==> src/rtl/pcs_10g_tx_gearbox.sv <==
// pcs_10g_tx_gearbox: packs 66-bit PCS blocks (sync header + scrambled
// payload) into a continuous 64-bit word stream for the SERDES.
// Each 33-cycle sequence absorbs 32 blocks. On the 33rd cycle the upstream
// stage is stalled while the 64 accumulated leftover bits are flushed.
// Optional feature macro: PCS_TX_GEARBOX_UNDERFLOW_CNT_EN adds a saturating
// count of bubble cycles and a registered per-bubble pulse.

module pcs_10g_tx_gearbox #(
    parameter  int DATA_W = 64,
    parameter  int HEAD_W = 2,
    localparam int SEQ_N  = DATA_W / HEAD_W + 1,
    localparam int SEQ_W  = $clog2(SEQ_N)
) (
    input  logic              clk,
    input  logic              reset,
    input  logic              in_v_i,
    input  logic [HEAD_W-1:0] sync_head_i,
    input  logic [DATA_W-1:0] data_i,
    output logic              ready_o,
    output logic              data_v_o,
    output logic [DATA_W-1:0] data_o,
`ifdef PCS_TX_GEARBOX_UNDERFLOW_CNT_EN
    output logic [15:0]       underflow_cnt_o,
    output logic [0:0]        underflow_o,
`endif
    output logic [SEQ_W-1:0]  seq_o
);

    localparam int BLK_W = DATA_W + HEAD_W;
    localparam int PAD_W = 2 * DATA_W - BLK_W;

    logic [SEQ_W-1:0]    r_seq;
    logic [DATA_W-1:0]   r_left;
    logic [DATA_W-1:0]   r_data;
    logic                r_data_v;

    logic [BLK_W-1:0]    w_blk;
    logic                w_stall;
    logic                w_accept;
    logic [SEQ_W:0]      w_shamt;
    logic [2*DATA_W-1:0] w_shift;
    logic [2*DATA_W-1:0] w_packed;

    // Header goes on the wire first, so it occupies the low bits of the block.
    assign w_blk    = {data_i, sync_head_i};
    assign w_stall  = (r_seq == SEQ_W'(SEQ_N - 1));
    assign w_accept = in_v_i & ~w_stall;
    assign ready_o  = ~w_stall;

    // Block lands above the 2*seq leftover bits; header width is fixed at 2,
    // so the shift is seq doubled. The upper half becomes the new leftover.
    assign w_shamt  = {r_seq, 1'b0};
    assign w_shift  = {{PAD_W{1'b0}}, w_blk} << w_shamt;
    assign w_packed = w_shift | {{DATA_W{1'b0}}, r_left};

    // Sequence counter, leftover buffer and output word register.
    always_ff @(posedge clk or posedge reset) begin
        if (reset) begin
            r_seq    <= '0;
            r_left   <= '0;
            r_data   <= '0;
            r_data_v <= 1'b0;
        end else if (w_stall) begin
            r_data   <= r_left;
            r_data_v <= 1'b1;
            r_left   <= '0;
            r_seq    <= '0;
        end else if (w_accept) begin
            r_data   <= w_packed[DATA_W-1:0];
            r_data_v <= 1'b1;
            r_left   <= w_packed[2*DATA_W-1:DATA_W];
            r_seq    <= r_seq + SEQ_W'(1);
        end else begin
            r_data_v <= 1'b0;
        end
    end

    assign data_o   = r_data;
    assign data_v_o = r_data_v;
    assign seq_o    = r_seq;

`ifdef PCS_TX_GEARBOX_UNDERFLOW_CNT_EN
    logic        r_seen_first;
    logic [15:0] r_uf_cnt;
    logic        r_uf;
    logic        w_bubble;

    // Bubbles only count once traffic has started after reset.
    assign w_bubble = ~w_stall & ~in_v_i & r_seen_first;

    // Underflow tracking: first-block flag, saturating counter, pulse.
    always_ff @(posedge clk or posedge reset) begin
        if (reset) begin
            r_seen_first <= 1'b0;
            r_uf_cnt     <= '0;
            r_uf         <= 1'b0;
        end else begin
            if (w_accept)
                r_seen_first <= 1'b1;
            if (w_bubble && (r_uf_cnt != 16'hFFFF))
                r_uf_cnt <= r_uf_cnt + 16'd1;
            r_uf <= w_bubble;
        end
    end

    assign underflow_cnt_o = r_uf_cnt;
    assign underflow_o     = r_uf;
`endif

endmodule

==> config.mk <==
export PLATFORM = sky130hd
export DESIGN_NAME = pcs_10g_tx_gearbox
export DESIGN_NICKNAME = d
export VERILOG_FILES = /design/src/rtl/pcs_10g_tx_gearbox.sv
export SDC_FILE = /design/constraint.sdc
export NUM_CORES = 1
export LEC_CHECK = 0
export CAP_MARGIN = 5
export CORE_MARGIN = 2
export CORE_UTILIZATION = 35
export DETAILED_ROUTE_END_ITERATION = 8
export MAX_ROUTING_LAYER = met4
export PLACE_DENSITY = 0.55
export SYNTH_ARGS = -nofsm -noshare
export SYNTH_HDL_FRONTEND = slang
export SYNTH_SLANG_ARGS = --single-unit
==> constraint.sdc <==
create_clock -name clk -period 5.3 [get_ports clk]
set_input_delay 1.06 -clock clk [delete_from_list [all_inputs] [get_ports clk]]
set_output_delay 1.06 -clock clk [all_outputs]
set_load 0.05 [all_outputs]
==> results by group, run 1 <==
Run status
  • Outcome: finished, final reports clean

Floorplanning
  • Die ar.: 0.0322 sq mm
  • Number of ports placed on the die boundary: 141
  • Die outline height: 179 um
  • Core Box Area: between 0.03 and 0.04 sq mm
  • Number of standard-cell rows in the floorplan: 64
  • Starting Density: a little over a third
  • Horizontal die dimension: 179 um

Critical path
  • Arrival time at the worst endpoint: just under 3 ns
  • Crit-path max cell delay: between 0.5 and 0.6 ns
  • Setup Crit Path Kind: flip-flop to output port
  • CP Cell Sequence: inv_2, ha_1, or3b_2, nor2_1, inv_1, buf_4
  • Setup crit end kind: output port
  • Path depth of the worst reg2reg path: 9
  • Crit path max fanout: 10
  • Library cell contributing the largest single delay on the critical path: sky130_fd_sc_hd__or3b_2
  • Launching element type of the critical path: flip-flop
  • Worst EP required: 4.24 ns

Timing
  • Setup TNS Final: 0 ns
  • Final worst slack: 1.30 ns
  • Slew of the pin with the lowest slew margin: about 1.3 ns
  • Number of failing setup endpoints in the final timing report: 0
  • Max Transition Viols Final: 0
  • Skew final: about 0.011 ns
  • RSZ-0062 raised after global routing: no
  • Portion of the clock cycle consumed by the worst path in the final layout: 75.5%
  • Max-slew headroom at the worst pin: around 14%
  • Fmax achieved: between 0.2 and 0.25 GHz
  • Min Tclk post-route: 4.00 ns
  • Hold Vio Cnt, Final: 0

Clocking
  • H-tree levels: 4
  • Hold-fix buffers, CTS: 0
  • Root cell of the clock tree: sky130_fd_sc_hd__clkbuf_16
  • Clock tree from TritonCTS: yes
  • Post-CTS repair timing setup buffer count: 0
  • Total clock buffers created by CTS: 17
  • Clock latency at the later pin of the worst-skew pair: roughly 0.43 ns
  • Maximum clock insertion buffer count: 2
  • Clock sinks: ~140
  • Number of gates given a new drive strength after cts: 0
  • Clock-pin slew reported for the worst setup and hold paths after clock tree synthesis: around 0.06 ns

Global route
  • Pin count of the biggest net entering global routing: 120
  • Global-route congestion overflow total: 0
  • Total Routing Usage GR: approximately 29%
  • Initial antenna violation count: 0
  • First-pass GRT wire length: just under 70,000 um
  • Number of global-route vias before repair: 9,879

Drt
  • Vias: between 10,000 and 15,000
  • Count of routing violations after the opening detailed-route iteration: approximately 1,300
  • Count of TritonRoute iterations in the first routing pass: 6
  • Detailed-route vias per instance: roughly 6.6
  • Total DRC errors in the routed layout: 0
  • Antenna viol nets, final: 0
  • DRT Wirelength: between 40,000 and 50,000 um
  • Mean routed wirelength per cell: 28.9 um

Synth
  • Post-synth top area share: between 30% and 40%
  • Synth cell types: between 60 and 70
  • Post-Synthesis Mean Instance Area: between 9 and 10 sq um
  • Yosys warnings: 0
  • Cells after Synth: around 1,100
  • Mapped cell area: about 0.011 sq mm
  • Post-synthesis async set-or-reset flop share: 100%
  • Sequential share of the synthesized area: between 30% and 40%
  • Top flip-flop cell by instance count after synthesis: sky130_fd_sc_hd__dfrtp_1
  • Number of synthesized flops with an enable pin: 0
  • Cell types with the largest area share after synthesis: sky130_fd_sc_hd__dfrtp_1 31%, sky130_fd_sc_hd__mux4_2 16%, sky130_fd_sc_hd__mux2_2 5.9%, sky130_fd_sc_hd__mux2i_1 5.4%, sky130_fd_sc_hd__nand2_1 3.6%
  • Net Count, Synth: 1,173
  • Number of synthesized register bits: between 100 and 150
  • Cell type contributing the most total cell area after synthesis: sky130_fd_sc_hd__dfrtp_1

Placement
  • Sum of net half-perimeters after detailed placement: approximately 35,000 um
  • Final Wtd Congestion: 1.01
  • Worst slack at placement: roughly 1.7 ns
  • Port bufs: 140

Layout
  • Leading cell type in the layout, fill and taps excluded: sky130_fd_sc_hd__clkdlybuf4s50_1
  • Highest-count cells in the layout ignoring fill and taps: 138 x sky130_fd_sc_hd__clkdlybuf4s50_1, 131 x sky130_fd_sc_hd__dfrtp_1, 102 x sky130_fd_sc_hd__nand2_1
  • Synthesis-to-layout area growth: 20.8%
  • Fraction of final layout cells with drive strength greater than 1: between 10% and 20%
  • NumNets Final: ~1,300
  • Diode insertion count for antenna repair: 0
  • Post-Route Utilization: between 40% and 50%

Power
  • Power Dens Cells: ~800 mW/mm^2
  • Sequential share of power: ~18%
  • Worst IR Drop VDD: between 300 and 400 uV
  • Clock network power share: 11.3%
  • Static leakage: about 5.0 nW
  • Switching share of power: ~54%
  • Internal power: around 4.8 mW
  • Part of the power in combinational logic: 70.7%
  • Switching power total: between 5 and 6 mW

Min path
  • Hold/Removal Path Class: flip-flop to flip-flop
  • Worst Hold Depth: 2

Run
  • Max_cap viols: 0
critical path: cells and delay by family, from the launching register on:
| kind | cells | cell delay, ns |
|---|---|---|
| flip-flops | 1 | 0.49 |
| adder cells (fa/ha/maj) | 1 | 0.49 |
| AND/OR/NAND/NOR | 2 | 1.06 |
| buffers and inverters | 3 | 0.47 |
path summary, 6_finish.rpt:
path                                    to  slack, ns       from
worst min register to register   data_o[4]       0.48  data_o[4]
worst min-delay path             data_o[4]       0.48  data_o[4]
max in group asynchronous       data_o[62]       3.37      reset
worst max-delay path               ready_o       1.30   seq_o[1]
min in group asynchronous        data_o[9]       1.09      reset
worst max register to register   r_left[9]       2.07   seq_o[1]
through the flow:
stage	hold WS [ns]	cells	cell area, sq um	power [mW]
after floorplan	0.456	1102	10800	6.55
after global placement	0.464	1560	12400	9.05
after detailed placement	0.470	1560	12400	9.05
after CTS	0.485	1592	13000	10.2
after global routing	0.499	1592	13000	10.8
final	0.475	1592	13000	10.4
flip-flops by register name (all words and copies together), names as in the netlist:
| signal | cells |
|---|---|
| r_left | 64 |
| data_o | 64 |
| data_v_o | 1 |
| seq_o | 6 |
layer usage:
layer / up-vias / wire length (um) / track usage, %
met5: - / 0 / -
met4: 0 / 2030 / 11.4
met2: 669 / 20200 / 42.1
li1: 4464 / - / -
met1: 5325 / 20000 / 41.5
met3: 81 / 3800 / 4.13
power by group through the flow:
stage / clock network, mW / logic, mW / registers (mW)
2_1_floorplan: 0 / 3.94 / 2.61
3_3_place_gp: 0 / 7.17 / 1.88
3_5_place_dp: 0 / 7.16 / 1.89
4_1_cts: 1.19 / 7.19 / 1.87
5_1_grt: 1.24 / 7.64 / 1.93
6_report: 1.18 / 7.36 / 1.87
synthesized netlist by cell type, types with 17 or more instances:
cell and count:
sky130_fd_sc_hd__dfrtp_1 135, sky130_fd_sc_hd__buf_1 20, sky130_fd_sc_hd__o21ai_1 17, sky130_fd_sc_hd__a21oi_1 65
sky130_fd_sc_hd__mux4_2 77, sky130_fd_sc_hd__mux2i_1 58, sky130_fd_sc_hd__o21ai_0 65, sky130_fd_sc_hd__a22oi_1 42
sky130_fd_sc_hd__o221ai_1 27, sky130_fd_sc_hd__nor2_1 97, sky130_fd_sc_hd__nand3_1 24, sky130_fd_sc_hd__mux2_2 56
sky130_fd_sc_hd__clkbuf_1 48, sky130_fd_sc_hd__nand2_1 102, sky130_fd_sc_hd__buf_2 25
kinds of logic after synthesis:
logic type | share of synthesized area (%)
compound gates | 23.6
xor+xnor | 0.325
fa+ha+maj | 0.232
buf+inv | 5.03
flops | 31.4
mux | 27.8
simple gates | 11.6
cell type report:
cell class / instances / area [sq um]
multi-input combinational: 850 / 6870
inverter: 11 / 46.3
fill: 3026 / 17400
sequential: 135 / 3390
tap: 396 / 495
clock buffer: 20 / 457
timing repair buffer: 168 / 1640
clock inverter: 12 / 120
Power figures use the tool's default switching activity.
==> inputs of run 2 (changes only) <==
PLACE_DENSITY = 0.57   (was 0.55)
clock period = 3.6 ns   (was 5.3 ns; I/O delays follow)
==> results by group, run 2 (same netlist as run 1, synthesis figures left out) <==
Run status
  • Outcome: finished, final reports clean

Layout
  • Number of inserted filler cells in the final layout: 2,978 (-1.6%)
  • Fraction of final layout cells with drive strength greater than 1: 21.3% (+3.2 points)
  • Final instance area: 0.0135 sq mm (+3.6%)
  • Highest-count cells in the layout ignoring fill and taps: 138 x sky130_fd_sc_hd__clkdlybuf4s50_1, 131 x sky130_fd_sc_hd__dfrtp_1, 102 x sky130_fd_sc_hd__nand2_1
  • Diode insertion count for antenna repair: 0 (unchanged)
  • NumNets Final: 1,304 (+4.0%)
  • Multi-input gate area: 0.00687 sq mm (unchanged)
  • Sequential cell area in the final layout: 0.00339 sq mm (unchanged)
  • Synthesis-to-layout area growth: 25.1%
  • Post-Route Utilization: 44.3% (+1.5 points)
  • Leading cell type in the layout, fill and taps excluded: sky130_fd_sc_hd__clkdlybuf4s50_1

Drt
  • Count of TritonRoute iterations in the first routing pass: 6 (unchanged)
  • Detailed-route vias per instance: 6.50 (-1.8%)
  • Total DRC errors in the routed layout: 0 (unchanged)
  • Count of routing violations after the opening detailed-route iteration: 1,312 (+2.9%)
  • Vias: 10,700 (+1.2%)
  • DRT Wirelength: 48,800 um (+6.1%)
  • Mean routed wirelength per cell: 29.7 um (+2.8%)
  • Antenna viol nets, final: 0 (unchanged)

Placement
  • Sum of net half-perimeters after detailed placement: 38,000 um (+9.2%)
  • Worst slack at placement: 0.451 ns (-1.29 ns)
  • Port bufs: 140 (unchanged)
  • Instance area after placement: 0.0129 sq mm (+3.6%)
  • Final Wtd Congestion: 1.04 (+2.8%)

Floorplanning
  • Number of standard-cell rows in the floorplan: 64 (unchanged)
  • Horizontal die dimension: 179 um (unchanged)
  • Core Box Area: 0.0304 sq mm (unchanged)
  • Number of ports placed on the die boundary: 141 (unchanged)
  • Die outline height: 179 um (unchanged)
  • Die ar.: 0.0322 sq mm (unchanged)
  • Starting Density: 35.4% (unchanged)

Timing
  • Slew of the pin with the lowest slew margin: 1.04 ns (-0.245 ns)
  • Skew final: 0.0126 ns (+0.00175 ns)
  • Portion of the clock cycle consumed by the worst path in the final layout: a little over nine tenths
  • Hold WS: 0.478 ns (+0.00293 ns)
  • Number of failing setup endpoints in the final timing report: 0 (unchanged)
  • Fmax achieved: ~0.30 GHz
  • Min Tclk post-route: approximately 3.4 ns
  • Hold Vio Cnt, Final: 0 (unchanged)
  • Max Transition Viols Final: 0 (unchanged)
  • RSZ-0062 raised after global routing: no
  • Max-slew headroom at the worst pin: 29.6% (+16 points)
  • Setup TNS Final: 0 ns (unchanged)
  • Final worst slack: 0.217 ns (-1.08 ns)

Run
  • Max_cap viols: 0 (unchanged)

Global route
  • Number of global-route vias before repair: 10,300 (+3.8%)
  • Global-route congestion overflow total: 0 (unchanged)
  • Pin count of the biggest net entering global routing: 69 (-43%)
  • Global routing met3 resource utilization: 4.98% (+0.85 points)
  • Grt peak-use layer: met2
  • First-pass GRT wire length: 71,800 um (+4.6%)
  • Initial antenna violation count: 0 (unchanged)
  • Global routing met1 resource utilization: 43.0% (+1.5 points)
  • Total Routing Usage GR: 30.9% (+1.7 points)
  • Global-route met2 utilization: 44.8% (+2.7 points)

Critical path
  • Launching element type of the critical path: flip-flop
  • Setup crit end kind: output port
  • R2R Setup Slk: 0.59 ns (-1.48 ns)
  • Setup Crit Path Kind: flip-flop to output port
  • Kind of cell with the highest combined delay on the critical path: simple AND/OR/NAND/NOR gates
  • Crit-path max cell delay: 0.66 ns (+0.11 ns)
  • Buf/Inv on CP: 3 (unchanged)
  • Crit path max fanout: 29 (+19)
  • Arrival time at the worst endpoint: 2.66 ns (-0.28 ns)
  • CP Cell Sequence: inv_2, ha_1, or3b_2, nor2_2, inv_1, buf_12
  • Library cell contributing the largest single delay on the critical path: sky130_fd_sc_hd__dfrtp_4
  • Worst EP required: 2.88 ns (-1.36 ns)

Power
  • Switching power total: 8.58 mW (+52%)
  • Part of the power in combinational logic: 70.8% (about the same)
  • Switching share of power: 53.5% (-0.84 points)
  • Internal power: 7.45 mW (+57%)
  • Power Dens Cells: 1190 mW/mm^2 (+49%)
  • Static leakage: 5.31 nW (+5.6%)
  • Sequential share of power: 18.0% (about the same)
  • Clock network power share: 11.2% (about the same)
  • Worst IR Drop VDD: 466 uV (+51%)

Clocking
  • Clock sinks: 135 (unchanged)
  • Number of gates given a new drive strength after cts: 0 (unchanged)
  • H-tree levels: 4 (unchanged)
  • Post-CTS repair timing setup buffer count: 0 (unchanged)
  • Total clock buffers created by CTS: 17 (unchanged)
  • Hold-fix buffers, CTS: 0 (unchanged)
  • Clock tree from TritonCTS: yes
  • Clock latency at the later pin of the worst-skew pair: 0.44 ns (about the same)
  • Clock-pin slew reported for the worst setup and hold paths after clock tree synthesis: 0.06 ns (about the same)
  • Maximum clock insertion buffer count: 2 (unchanged)
  • Root cell of the clock tree: sky130_fd_sc_hd__clkbuf_16

Min path
  • Hold/Removal Path Class: flip-flop to flip-flop
==> run 2: final timing paths <==
kind | end | cells after the start | from
min reg2reg | data_o[16] | 2 | data_o[16]
max | ready_o | 6 | seq_o[1]
max reg2reg | r_left[15] | 6 | seq_o[1]
max in group asynchronous | r_left[34] | 3 | reset
min | data_o[16] | 2 | data_o[16]
min in group asynchronous | data_o[0] | 2 | reset
==> run 2: area by class of cell <==
| cell class | instances | area share (%) |
|---|---|---|
| inverter | 11 | 0.334 |
| tap | 396 | 3.67 |
| multi-input combinational | 850 | 51.0 |
| clock inverter | 12 | 1.07 |
| timing repair buffer | 218 | 15.5 |
| clock buffer | 20 | 3.31 |
| sequential | 135 | 25.1 |
==> run 2: worst min-delay path, cell delays in order (launching register included) <==
cell and delay, ns:
sky130_fd_sc_hd__dfrtp_1 0.34, sky130_fd_sc_hd__nand2_1 0.04, sky130_fd_sc_hd__o21ai_0 0.05
==> run 2: stage by stage <==
| stage | power, mW | std cells |
|---|---|---|
| 2_1_floorplan | 9.65 | 1102 |
| 3_3_place_gp | 14.0 | 1610 |
| 3_5_place_dp | 14.0 | 1610 |
| 4_1_cts | 15.9 | 1642 |
| 5_1_grt | 16.6 | 1642 |
| 6_report | 16.0 | 1642 |
==> run 2: routing by layer <==
metal  vias up  part of all wire [%]
li1       4562                     -
met1      5339                    43
met2       658                    44
met3       110                   8.4
met4         0                   4.7
met5         -                     0
==> run 2: power groups by stage <==
stage	clock [mW]	combinational, mW	sequential (mW)
final	1.79	11.4	2.89
after global placement	0	11.1	2.89
after global routing	1.88	11.8	2.99
after floorplan	0	5.81	3.84
after detailed placement	0	11.1	2.91
after CTS	1.82	11.2	2.89
